<file path="src/rtl/dino_pkg.sv">
// Shared types and constants for the dino motion controller.
// Contents: state enum, sprite codes, default horizon Y, velocity width and
// a helper mapping (state, animation phase) onto a sprite code.
package dino_pkg;

  typedef enum logic [2:0] {
    IDLE,
    RUN,
    DUCK,
    AIR,
    DEAD
  } state_e;

  localparam logic [3:0] SPR_RUN_A  = 4'd0;
  localparam logic [3:0] SPR_RUN_B  = 4'd1;
  localparam logic [3:0] SPR_DUCK_A = 4'd2;
  localparam logic [3:0] SPR_DUCK_B = 4'd3;
  localparam logic [3:0] SPR_JUMP   = 4'd4;
  localparam logic [3:0] SPR_DEAD   = 4'd5;
  localparam logic [3:0] SPR_IDLE   = 4'd6;

  localparam int GROUND_Y_DEF = 360;
  localparam int VEL_W        = 8;

  function automatic logic [3:0] sprite_for(input state_e s, input logic ph);
    logic [3:0] spr;
    case (s)
      RUN:     spr = ph ? SPR_RUN_B : SPR_RUN_A;
      DUCK:    spr = ph ? SPR_DUCK_B : SPR_DUCK_A;
      AIR:     spr = SPR_JUMP;
      DEAD:    spr = SPR_DEAD;
      default: spr = SPR_IDLE;
    endcase
    return spr;
  endfunction

endpackage

</file>
<file path="src/rtl/dino_vert_integrator.sv">
// Vertical motion datapath: velocity/Y integration, top-of-screen clamp, landing detect.
// Latency: y_o is registered, updated on the tick the controls are sampled.
// Backpressure: none; integrates once per AnimateClk tick when told to.
// Ports: AnimateClk/rst (async, active-high); launch_i starts a jump from the
// current Y this tick; fly_i integrates one airborne step; freeze_i holds Y and
// velocity (highest priority); fast_drop_i triples gravity; with none of these
// asserted the dino is parked on the ground. y_o is the dino top-left Y;
// landed_o flags that the next flight step reaches the ground.
module dino_vert_integrator import dino_pkg::*; #(
  parameter int Y_W      = 11,
  parameter int GROUND_Y = GROUND_Y_DEF,
  parameter int JUMP_V0  = 20,
  parameter int GRAVITY  = 1
) (
  input  logic           AnimateClk,
  input  logic           rst,
  input  logic           launch_i,
  input  logic           fly_i,
  input  logic           freeze_i,
  input  logic           fast_drop_i,
  output logic [Y_W-1:0] y_o,
  output logic           landed_o
);

  localparam logic signed [VEL_W-1:0] V0_S     = VEL_W'(JUMP_V0);
  localparam logic signed [VEL_W-1:0] G_S      = VEL_W'(GRAVITY);
  localparam logic signed [VEL_W-1:0] G3_S     = VEL_W'(3 * GRAVITY);
  localparam logic signed [Y_W:0]     GROUND_S = (Y_W+1)'(GROUND_Y);
  localparam logic [Y_W-1:0]          GROUND_U = Y_W'(GROUND_Y);

  logic [Y_W-1:0]          y_q, y_d;
  logic signed [VEL_W-1:0] vel_q, vel_d;
  logic signed [VEL_W-1:0] v_base, vel_sum;
  logic signed [Y_W:0]     y_ext, v_ext, vq_ext, y_sum, y_fly;

  always_comb begin
    // A launch applies the take-off speed in the same tick, so the first
    // airborne frame is already GROUND_Y - JUMP_V0.
    v_base  = launch_i ? -V0_S : vel_q;
    vel_sum = v_base + (fast_drop_i ? G3_S : G_S);
    y_ext   = $signed({1'b0, y_q});
    v_ext   = $signed({{(Y_W+1-VEL_W){v_base[VEL_W-1]}}, v_base});
    vq_ext  = $signed({{(Y_W+1-VEL_W){vel_q[VEL_W-1]}}, vel_q});
    y_sum   = y_ext + v_ext;
    // Landing is judged on the pure flight step (no launch mux) so the
    // controller can use it to pick its next state without a loop.
    y_fly    = y_ext + vq_ext;
    landed_o = (y_fly >= GROUND_S);

    y_d   = y_q;
    vel_d = vel_q;
    if (freeze_i) begin
      y_d   = y_q;
      vel_d = vel_q;
    end else if (launch_i || fly_i) begin
      if (fly_i && landed_o) begin
        y_d   = GROUND_U;
        vel_d = '0;
      end else if (y_sum[Y_W]) begin
        // Above the top edge: pin Y but keep velocity integrating.
        y_d   = '0;
        vel_d = vel_sum;
      end else begin
        y_d   = y_sum[Y_W-1:0];
        vel_d = vel_sum;
      end
    end else begin
      y_d   = GROUND_U;
      vel_d = '0;
    end
  end

  always_ff @(posedge AnimateClk or posedge rst) begin
    if (rst) begin
      y_q   <= GROUND_U;
      vel_q <= '0;
    end else begin
      y_q   <= y_d;
      vel_q <= vel_d;
    end
  end

  assign y_o = y_q;

endmodule

</file>
<file path="src/rtl/dino_motion_ctrl.sv">
// Per-frame T-Rex motion/state controller feeding the dino sprite drawer.
// Latency: inputs sampled on tick N appear on the registered outputs after tick N.
// Backpressure: none; advances exactly once per AnimateClk tick.
// Ports: AnimateClk, rst (async, active-high); jump (level, edge-detected),
// duck (level), hit (collision level); dino_y top-left Y, sprite_sel sprite
// code, airborne/on_ground/ducking/dead status flags.
// Build option: define DINO_FAST_DROP_EN to triple gravity while duck is held in AIR.
module dino_motion_ctrl import dino_pkg::*; #(
  parameter int GROUND_Y        = GROUND_Y_DEF,
  parameter int JUMP_V0         = 20,
  parameter int GRAVITY         = 1,
  parameter int RUN_FRAME_TICKS = 6,
  parameter int Y_W             = 11
) (
  input  logic           AnimateClk,
  input  logic           rst,
  input  logic           jump,
  input  logic           duck,
  input  logic           hit,
  output logic [Y_W-1:0] dino_y,
  output logic [3:0]     sprite_sel,
  output logic           airborne,
  output logic           on_ground,
  output logic           ducking,
  output logic           dead
);

  localparam int CNT_W = (RUN_FRAME_TICKS > 1) ? $clog2(RUN_FRAME_TICKS) : 1;
  localparam logic [CNT_W-1:0] CNT_LAST = CNT_W'(RUN_FRAME_TICKS - 1);

  state_e           state_q, state_d;
  logic             jump_q;
  logic [CNT_W-1:0] frame_cnt_q, frame_cnt_d;
  logic             phase_q, phase_d;
  logic [3:0]       sprite_sel_q;
  logic             airborne_q, on_ground_q, ducking_q, dead_q;

  logic jump_rise, launch, fly, freeze, fast_drop, landed, stay_anim;

`ifdef DINO_FAST_DROP_EN
  assign fast_drop = (state_q == AIR) && duck;
`else
  assign fast_drop = 1'b0;
`endif

  always_comb begin
    jump_rise = jump & ~jump_q;

    state_d = state_q;
    case (state_q)
      IDLE: if (jump_rise) state_d = AIR;
      RUN: begin
        if (hit)            state_d = DEAD;
        else if (jump_rise) state_d = AIR;
        else if (duck)      state_d = DUCK;
      end
      DUCK: begin
        if (hit)            state_d = DEAD;
        else if (jump_rise) state_d = AIR;
        else if (!duck)     state_d = RUN;
      end
      AIR: begin
        if (hit)         state_d = DEAD;
        else if (landed) state_d = duck ? DUCK : RUN;
      end
      DEAD: if (jump_rise) state_d = RUN;
      default: state_d = IDLE;
    endcase

    launch = (state_d == AIR) && (state_q != AIR);
    fly    = (state_q == AIR) && !hit;
    // Covers both a hit in flight and sitting dead; a respawn leaves DEAD
    // with freeze low, which parks the integrator back on the ground.
    freeze = (state_d == DEAD);

    // Leg animation only runs while remaining in RUN or DUCK; any entry
    // (including RUN<->DUCK) restarts it from phase A.
    stay_anim   = ((state_d == RUN) || (state_d == DUCK)) && (state_d == state_q);
    frame_cnt_d = '0;
    phase_d     = 1'b0;
    if (stay_anim) begin
      if (frame_cnt_q == CNT_LAST) begin
        frame_cnt_d = '0;
        phase_d     = ~phase_q;
      end else begin
        frame_cnt_d = frame_cnt_q + 1'b1;
        phase_d     = phase_q;
      end
    end
  end

  always_ff @(posedge AnimateClk or posedge rst) begin
    if (rst) begin
      state_q      <= IDLE;
      jump_q       <= 1'b0;
      frame_cnt_q  <= '0;
      phase_q      <= 1'b0;
      sprite_sel_q <= SPR_IDLE;
      airborne_q   <= 1'b0;
      on_ground_q  <= 1'b1;
      ducking_q    <= 1'b0;
      dead_q       <= 1'b0;
    end else begin
      state_q      <= state_d;
      jump_q       <= jump;
      frame_cnt_q  <= frame_cnt_d;
      phase_q      <= phase_d;
      sprite_sel_q <= sprite_for(state_d, phase_d);
      airborne_q   <= (state_d == AIR);
      on_ground_q  <= (state_d == IDLE) || (state_d == RUN) || (state_d == DUCK);
      ducking_q    <= (state_d == DUCK);
      dead_q       <= (state_d == DEAD);
    end
  end

  dino_vert_integrator #(
    .Y_W      (Y_W),
    .GROUND_Y (GROUND_Y),
    .JUMP_V0  (JUMP_V0),
    .GRAVITY  (GRAVITY)
  ) u_vert (
    .AnimateClk  (AnimateClk),
    .rst         (rst),
    .launch_i    (launch),
    .fly_i       (fly),
    .freeze_i    (freeze),
    .fast_drop_i (fast_drop),
    .y_o         (dino_y),
    .landed_o    (landed)
  );

  assign sprite_sel = sprite_sel_q;
  assign airborne   = airborne_q;
  assign on_ground  = on_ground_q;
  assign ducking    = ducking_q;
  assign dead       = dead_q;

endmodule
</file>
<file path="config.mk">
export PLATFORM = sky130hd
export DESIGN_NAME = dino_motion_ctrl
export DESIGN_NICKNAME = d
export VERILOG_FILES = /design/src/rtl/dino_pkg.sv /design/src/rtl/dino_vert_integrator.sv /design/src/rtl/dino_motion_ctrl.sv
export SDC_FILE = /design/constraint.sdc
export NUM_CORES = 1
export LEC_CHECK = 0
export ABC_AREA = 1
export BUFFER_PORTS_ARGS = -buffer_cell sky130_fd_sc_hd__buf_2
export CORE_MARGIN = 2
export CORE_UTILIZATION = 35
export DETAILED_ROUTE_END_ITERATION = 10
export PLACE_DENSITY = 0.56
export SYNTH_ARGS = -nofsm -noshare
export SYNTH_HDL_FRONTEND = slang
export SYNTH_HIERARCHICAL = 1
export SYNTH_SLANG_ARGS = --single-unit
</file>
<file path="constraint.sdc">
create_clock -name AnimateClk -period 4.8 [get_ports AnimateClk]
set_clock_uncertainty 0.15 [all_clocks]
set_input_delay 0.96 -clock AnimateClk [delete_from_list [all_inputs] [get_ports AnimateClk]]
set_output_delay 0.96 -clock AnimateClk [all_outputs]
set_load 0.01 [all_outputs]
</file>
==> results.py, run 1 <==
metrics = {
    "worst_setup_path": {
        "path_class": "reg2reg",
        "critPathBufInv": 3,
        "critical-path-slowest-cell": "dfstp_2",
        "cp-start-kind": "flip-flop",
        "timing.critical_path.mode_cell": "nand2_1",
        "arrival_ns": 4.54,
        "timing.critical_path.to_type": "flip-flop",
        "critPathTopFamily": "simple AND/OR/NAND/NOR gates",
        "worst_path_largest_cell_delay_ns": 0.58,
        "cp_data_required_time_ns": 4.88,
        "critical_path_peak_fanout": 8,
    },
    "sta": {
        "final-hold-violation-count": 0,
        "worst_slew_pin_slew_ns": 0.792,
        "final.setup.tns_ns": 0,
        "relative_slew_margins_pct": 47.1,
        "finalWorstSetupSlack_ns": 0.341,
        "layout_min_cycle_time_ns": 4.46,
        "fmaxAchievable_mhz": 224,
        "report.final.setup_viol": 0,
        "final.period_utilization_pct": 92.9,
        "timing_max_transition_violations_final": 0,
    },
    "placement": {
        "dp_hpwl_um": 5630,
        "routabilityCongestion": 0.843,
        "place_inst": 554,
        "place_ws_ns": -0.176,
        "dpl_cell_area_mm2": 0.00323,
        "port_bufs": 22,
    },
    "logic_synthesis": {
        "post_synth_mux_area_share_pct": 0.379,
        "synth_edf_count": 0,
        "synth_async_sr_flop_share_pct": 100,
        "yosysUniqueCellTypes": 38,
        "synth_area_mm2": 0.00297,
        "synthesized_area_fraction_occupied_by_ao_oa_aoi_and_oai_cells_pct": 8.50,
        "synth_fa_ha_area_share_pct": 11.7,
        "netlist_instances": 425,
        "post_synth_xor_area_fraction_pct": 4.46,
        "synth_area_per_cell_um2": 7.00,
        "yosysSeqAreaShare_pct": 28.9,
        "yosys_most_used_dff": "dfrtp_1",
        "main_combinational_cell_family_by_area_after_synthesis": "simple AND/OR/NAND/NOR gates",
        "synth_warnings": 6,
        "yosys_register_bits": 34,
        "yosys.area_share.simple_pct": 35.5,
    },
    "routing": {
        "post_drt_wl_per_cell_um": 12.7,
        "count_of_nets_left_with_antenna_violations_after_detail_routing": 0,
        "via_count_of_the_routed_design": 2735,
        "detail_route.iter0.violations": 91,
        "detail_route.drc_violations": 0,
        "drt-pass1-iter-count": 4,
        "vias_per_cell": 4.79,
        "routed_wirelength_um": 7240,
    },
    "die": {
        "floorplan.die_area_mm2": 0.00925,
        "die_width_um": 96.2,
        "core_region_area_mm2": 0.00822,
        "io_pins": 24,
        "placement_rows": 33,
        "initial_utilization_pct": 36.2,
        "die-height_um": 96.2,
    },
    "clock_tree": {
        "path_clk_slew_ns": 0.08,
        "clock_sink_count": 34,
        "holdBufCountCts": 0,
        "worst_skew_pair.late_latency_ns": 0.29,
        "ctsRootBufferMaster": "clkbuf_8",
        "cts-htree-levels": 2,
        "tritoncts_clock_tree": "yes",
        "cts_made_buffers": 5,
        "clockBufferDepth": 2,
    },
    "hold_path": {
        "hp-class": "reg2reg",
    },
    "finish": {
        "finalNonFillerCells": 571,
        "finish.instance_area_mm2": 0.00354,
        "layout-drive-gt1-share_pct": 27.9,
        "areaGrowthSynthToFinish_pct": 19.2,
        "insertedDiodeCount": 0,
        "fillCellCount": 837,
        "finalNetCount": 496,
    },
    "grt": {
        "first_global_vias": 2576,
        "gr-total-overflow": 0,
        "grt_pass1_wl_um": 11900,
        "antenna_found_initial": 0,
        "global_route.usage.total_pct": 16.4,
        "grt_max_degree": 20,
    },
    "power": {
        "irDropWorstVdd_uv": 110,
        "leakagePower_uw": 0.00194,
        "power_density_mw_per_mm2": 282,
    },
    "run": {
        "drv.max_cap_violation_count": 0,
    },
    "run_status": {
        "outcome": "finished, final reports clean",
    },
}
==> power breakdown <==
group	leakage, µW	internal, µW	switching [µW]
Clock	0.0000472	115	112
Combinational	0.00146	140	262
Sequential	0.000436	335	33.6
==> per-layer routing <==
metal / vias up / wire length (µm) / track usage, %
met3: 7 / 158 / 1.49
met2: 35 / 3390 / 27.6
met5: - / 0 / 0
met1: 1269 / 3620 / 22.5
li1: 1424 / - / -
met4: 0 / 72 / 4.52
==> Yosys cell counts (3+ instances only) <==
cell	number	area (µm²)
nand2_2	8	50.1
a21oi_1	15	75.1
nor3_1	5	25.0
dfstp_2	7	184
ha_1	23	288
clkbuf_1	3	11.3
xor2_1	10	87.6
o21ai_2	4	35.0
nor2_1	36	135
or2_2	7	43.8
nand2_1	114	428
nand3_2	8	80.1
nor2_2	6	37.5
o21ai_0	16	80.1
nand3_1	32	160
nand4_1	8	50.1
dfrtp_1	27	676
fa_1	3	60.1
inv_1	65	244
inv_2	3	11.3
==> worst reg2reg max path, delay by kind of cell, from the launching register on <==
kind            cells  cell delay [ns]
simple gates       19             1.95
xor+xnor            2             0.66
flops               1             0.58
compound gates      2             0.27
fa+ha+maj           2             0.53
buf+inv             3             0.29
==> per-stage QoR <==
step / hold slack (ns) / power [µW] / util (%)
after CTS: 0.351 / 982 / 40.6
after global routing: 0.379 / 1070 / 43.1
after detailed placement: 0.341 / 750 / 39.3
after floorplan: 0.308 / 647 / -
final: 0.346 / 998 / 43.1
after global placement: 0.335 / 750 / 39.3
==> logic make-up (layout without fill, tap and decap cells) <==
family | Yosys count | after routing
adder cells (fa/ha/maj) | 26 | 26
other | 1 | 3
flip-flops | 34 | 34
XOR/XNOR | 13 | 13
AND/OR/NAND/NOR | 229 | 230
multiplexers | 1 | 1
AO/OA/AOI/OAI | 44 | 44
buffers and inverters | 77 | 115
==> final cells by class <==
cell class	instances	area [µm²]	area share, %
timing repair buffer	38	230	6.49
clock buffer	6	82.6	2.33
inverter	69	260	7.34
multi-input combinational	317	1960	55.4
clock inverter	2	12.5	0.353
sequential	34	865	24.4
tap	105	131	3.71
==> state kept, by name, indices dropped and copies added, names as in the netlist <==
signal,cells
state_q,3
phase_q,1
sprite_sel,3
on_ground,1
u_vert/vel_q,8
frame_cnt_q,3
airborne,1
dead,1
ducking,1
jump_q,1
u_vert/y_o,11
==> cell usage in the layout (no fill, tap or decap), drive strengths merged <==
master	n
nand3	40
nand2	124
o21ai	22
dfstp	7
nor3	5
o21bai	2
and2	1
conb	3
clkinvlp	1
xor2	10
inv	68
clkinv	2
a21oi	17
ha	23
xnor2	3
or2	8
nor2	44
fa	3
buf	38
nand4	8
dfrtp	27
clkbuf	6
a31oi	2
mux2	1
o211ai	1
==> final timing paths <==
kind,end,slack [ns],cells past startpoint,startpoint
worst min-delay path,frame_cnt_q[0],0.35,1,frame_cnt_q[0]
worst min register to register,frame_cnt_q[0],0.35,1,frame_cnt_q[0]
min in group asynchronous,frame_cnt_q[2],0.57,2,rst
worst max-delay path,u_vert/y_o[8],0.34,28,u_vert/y_o[6]
max in group asynchronous,u_vert/vel_q[7],3.28,2,rst
worst max register to register,u_vert/y_o[8],0.34,28,u_vert/y_o[6]
==> timing repair <==
| action | 4_1_cts | 5_1_grt |
|---|---|---|
| pin swaps | 0 | 12 |
| gates cloned | 0 | 1 |
| setup buffers | 0 | 8 |
| hold endpoints to repair | 0 | 0 |
| setup endpoints to repair | 11 | 11 |
| gates resized for setup | 3 | 36 |
Note: power is estimated with default switching activity, not from simulation.
==> run 2: changes to the inputs <==
==> constraint.sdc (replaced) <==
create_clock -name AnimateClk -period 5.11 [get_ports AnimateClk]
set_clock_uncertainty 0.15 [all_clocks]
set_input_delay 1.022 -clock AnimateClk [delete_from_list [all_inputs] [get_ports AnimateClk]]
set_output_delay 1.022 -clock AnimateClk [all_outputs]
set_load 0.01 [all_outputs]
==> results.py, run 2 (same netlist as run 1, synthesis figures left out) <==
metrics = {
    "routing": {
        "routed_wirelength_um": 7170,
        "vias_per_cell": 4.75,
        "detail_route.drc_violations": 0,
        "detail_route.iter0.violations": 84,
        "via_count_of_the_routed_design": 2686,
        "drt-pass1-iter-count": 4,
        "count_of_nets_left_with_antenna_violations_after_detail_routing": 0,
        "post_drt_wl_per_cell_um": 12.7,
    },
    "grt": {
        "global_route.usage.total_pct": 16.3,
        "antenna_found_initial": 0,
        "grt_max_degree": 20,
        "grt_pass1_wl_um": 11800,
        "first_global_vias": 2452,
        "gr-total-overflow": 0,
    },
    "clock_tree": {
        "worst_skew_pair.late_latency_ns": 0.29,
        "cts-htree-levels": 2,
        "holdBufCountCts": 0,
        "cts_made_buffers": 5,
        "ctsRootBufferMaster": "clkbuf_8",
        "tritoncts_clock_tree": "yes",
        "path_clk_slew_ns": 0.07,
        "clock_sink_count": 34,
        "clockBufferDepth": 2,
    },
    "worst_setup_path": {
        "timing.critical_path.to_type": "flip-flop",
        "r2r-end": "u_vert/y_o[0]",
        "rr_worst_depth": 35,
        "critical_path_peak_fanout": 8,
        "cp-start-kind": "flip-flop",
        "arrival_ns": 4.77,
        "cp_data_required_time_ns": 5.18,
        "critical-path-slowest-cell": "dfrtp_2",
        "timing.rr.start": "u_vert/y_o[0]",
        "timing.critical_path.mode_cell": "nand2_1",
        "path_class": "reg2reg",
        "worst_path_largest_cell_delay_ns": 0.41,
        "setup.reg_to_reg.worst_slack_ns": 0.41,
    },
    "sta": {
        "layout_min_cycle_time_ns": 4.70,
        "final.period_utilization_pct": 92.0,
        "report.final.setup_viol": 0,
        "final-hold-violation-count": 0,
        "timing_max_transition_violations_final": 0,
        "relative_slew_margins_pct": 48.2,
        "worst_slew_pin_slew_ns": 0.776,
        "fmaxAchievable_mhz": 213,
    },
    "placement": {
        "dpl_cell_area_mm2": 0.00319,
        "dp_hpwl_um": 5540,
        "routabilityCongestion": 0.861,
        "port_bufs": 22,
        "place_inst": 548,
    },
    "die": {
        "floorplan.die_area_mm2": 0.00925,
        "placement_rows": 33,
        "core_region_area_mm2": 0.00822,
        "die_width_um": 96.2,
        "initial_utilization_pct": 36.2,
        "io_pins": 24,
        "die-height_um": 96.2,
    },
    "run_status": {
        "outcome": "finished, final reports clean",
    },
    "finish": {
        "fillCellCount": 849,
        "finalNetCount": 490,
        "finalNonFillerCells": 565,
        "finish.instance_area_mm2": 0.00340,
        "layout-drive-gt1-share_pct": 23.3,
        "leading_cell_types_in_the_layout_fill_and_taps_excluded": "nand2_1 (112), inv_1 (62), nor2_1 (34)",
        "mostFrequentLayoutCell": "nand2_1",
        "areaGrowthSynthToFinish_pct": 14.4,
        "largest_register_ffs": 11,
        "utilization_pct": 41.4,
        "insertedDiodeCount": 0,
    },
    "hold_path": {
        "hp-class": "reg2reg",
        "min_from": "frame_cnt_q[0]",
        "worst_hold_path.endpoint": "frame_cnt_q[0]",
        "hold-path-cell-count": 1,
    },
    "power": {
        "power_density_mw_per_mm2": 270,
        "design_power_total_uw": 919,
        "leakagePower_uw": 0.00191,
        "irDropWorstVdd_uv": 134,
    },
    "run": {
        "drv.max_cap_violation_count": 0,
    },
}
[run 2: timing repair]
item / 4_1_cts / 5_1_grt
pin swaps: 0 / 5
resized for setup: 1 / 17
gates cloned: 0 / 1
setup buffers: 0 / 8
endpoints found under the setup margin: 3 / 11
[run 2: report_power, final]
part	switching (µW)	internal [µW]
sequential	32.6	315
clock	103	108
combinational	241	120
total	376	543
[run 2: worst max path at each step]
| stage | startpoint | to | slack [ns] | depth (start not counted) |
|---|---|---|---|---|
| 4_1_cts | u_vert/y_o[0] | u_vert/y_o[8] | 0.13 | 35 |
| 6_report | u_vert/y_o[0] | u_vert/y_o[0] | 0.41 | 35 |
| 3_5_place_dp | u_vert/y_o[0] | u_vert/y_o[8] | 0.01 | 35 |
| 3_3_place_gp | u_vert/y_o[0] | u_vert/y_o[8] | 0.05 | 35 |
| 5_1_grt | u_vert/y_o[0] | u_vert/y_o[10] | -0.01 | 43 |
| 2_1_floorplan | u_vert/y_o[0] | u_vert/y_o[8] | 0.60 | 37 |
[run 2: critical path: cells and delay by family, from the launching register on]
family	cells	cell delay, ns
flip-flops	1	0.41
AND/OR/NAND/NOR	24	2.12
XOR/XNOR	1	0.35
adder cells (fa/ha/maj)	3	0.89
buffers and inverters	6	0.52
AO/OA/AOI/OAI	1	0.16
[run 2: stage by stage]
step           hold WS, ns  setup TNS, ns  setup WS (ns)
2_1_floorplan        0.308              0          0.601
3_3_place_gp         0.333              0         0.0548
3_5_place_dp         0.341              0         0.0122
4_1_cts              0.353              0          0.134
5_1_grt              0.374       -0.00995       -0.00995
6_report             0.346              0          0.410
[run 2: final cells by class]
type	instances	area (µm²)	area share, %
Clock buffer	6	82.6	2.43
Clock inverter	2	12.5	0.368
Inverter	69	260	7.65
Multi-Input combinational cell	317	1870	54.9
Sequential cell	34	862	25.3
Tap cell	105	131	3.86
Timing Repair Buffer	32	185	5.44
[run 2: metal layers]
metal | vias up | part of all wire (%) | GRT usage (%)
li1 | 1403 | - | -
met1 | 1233 | 51 | 23.5
met4 | 0 | 0.66 | 4.40
met3 | 2 | 2.3 | 1.49
met2 | 48 | 46 | 26.1
met5 | - | 0 | 0
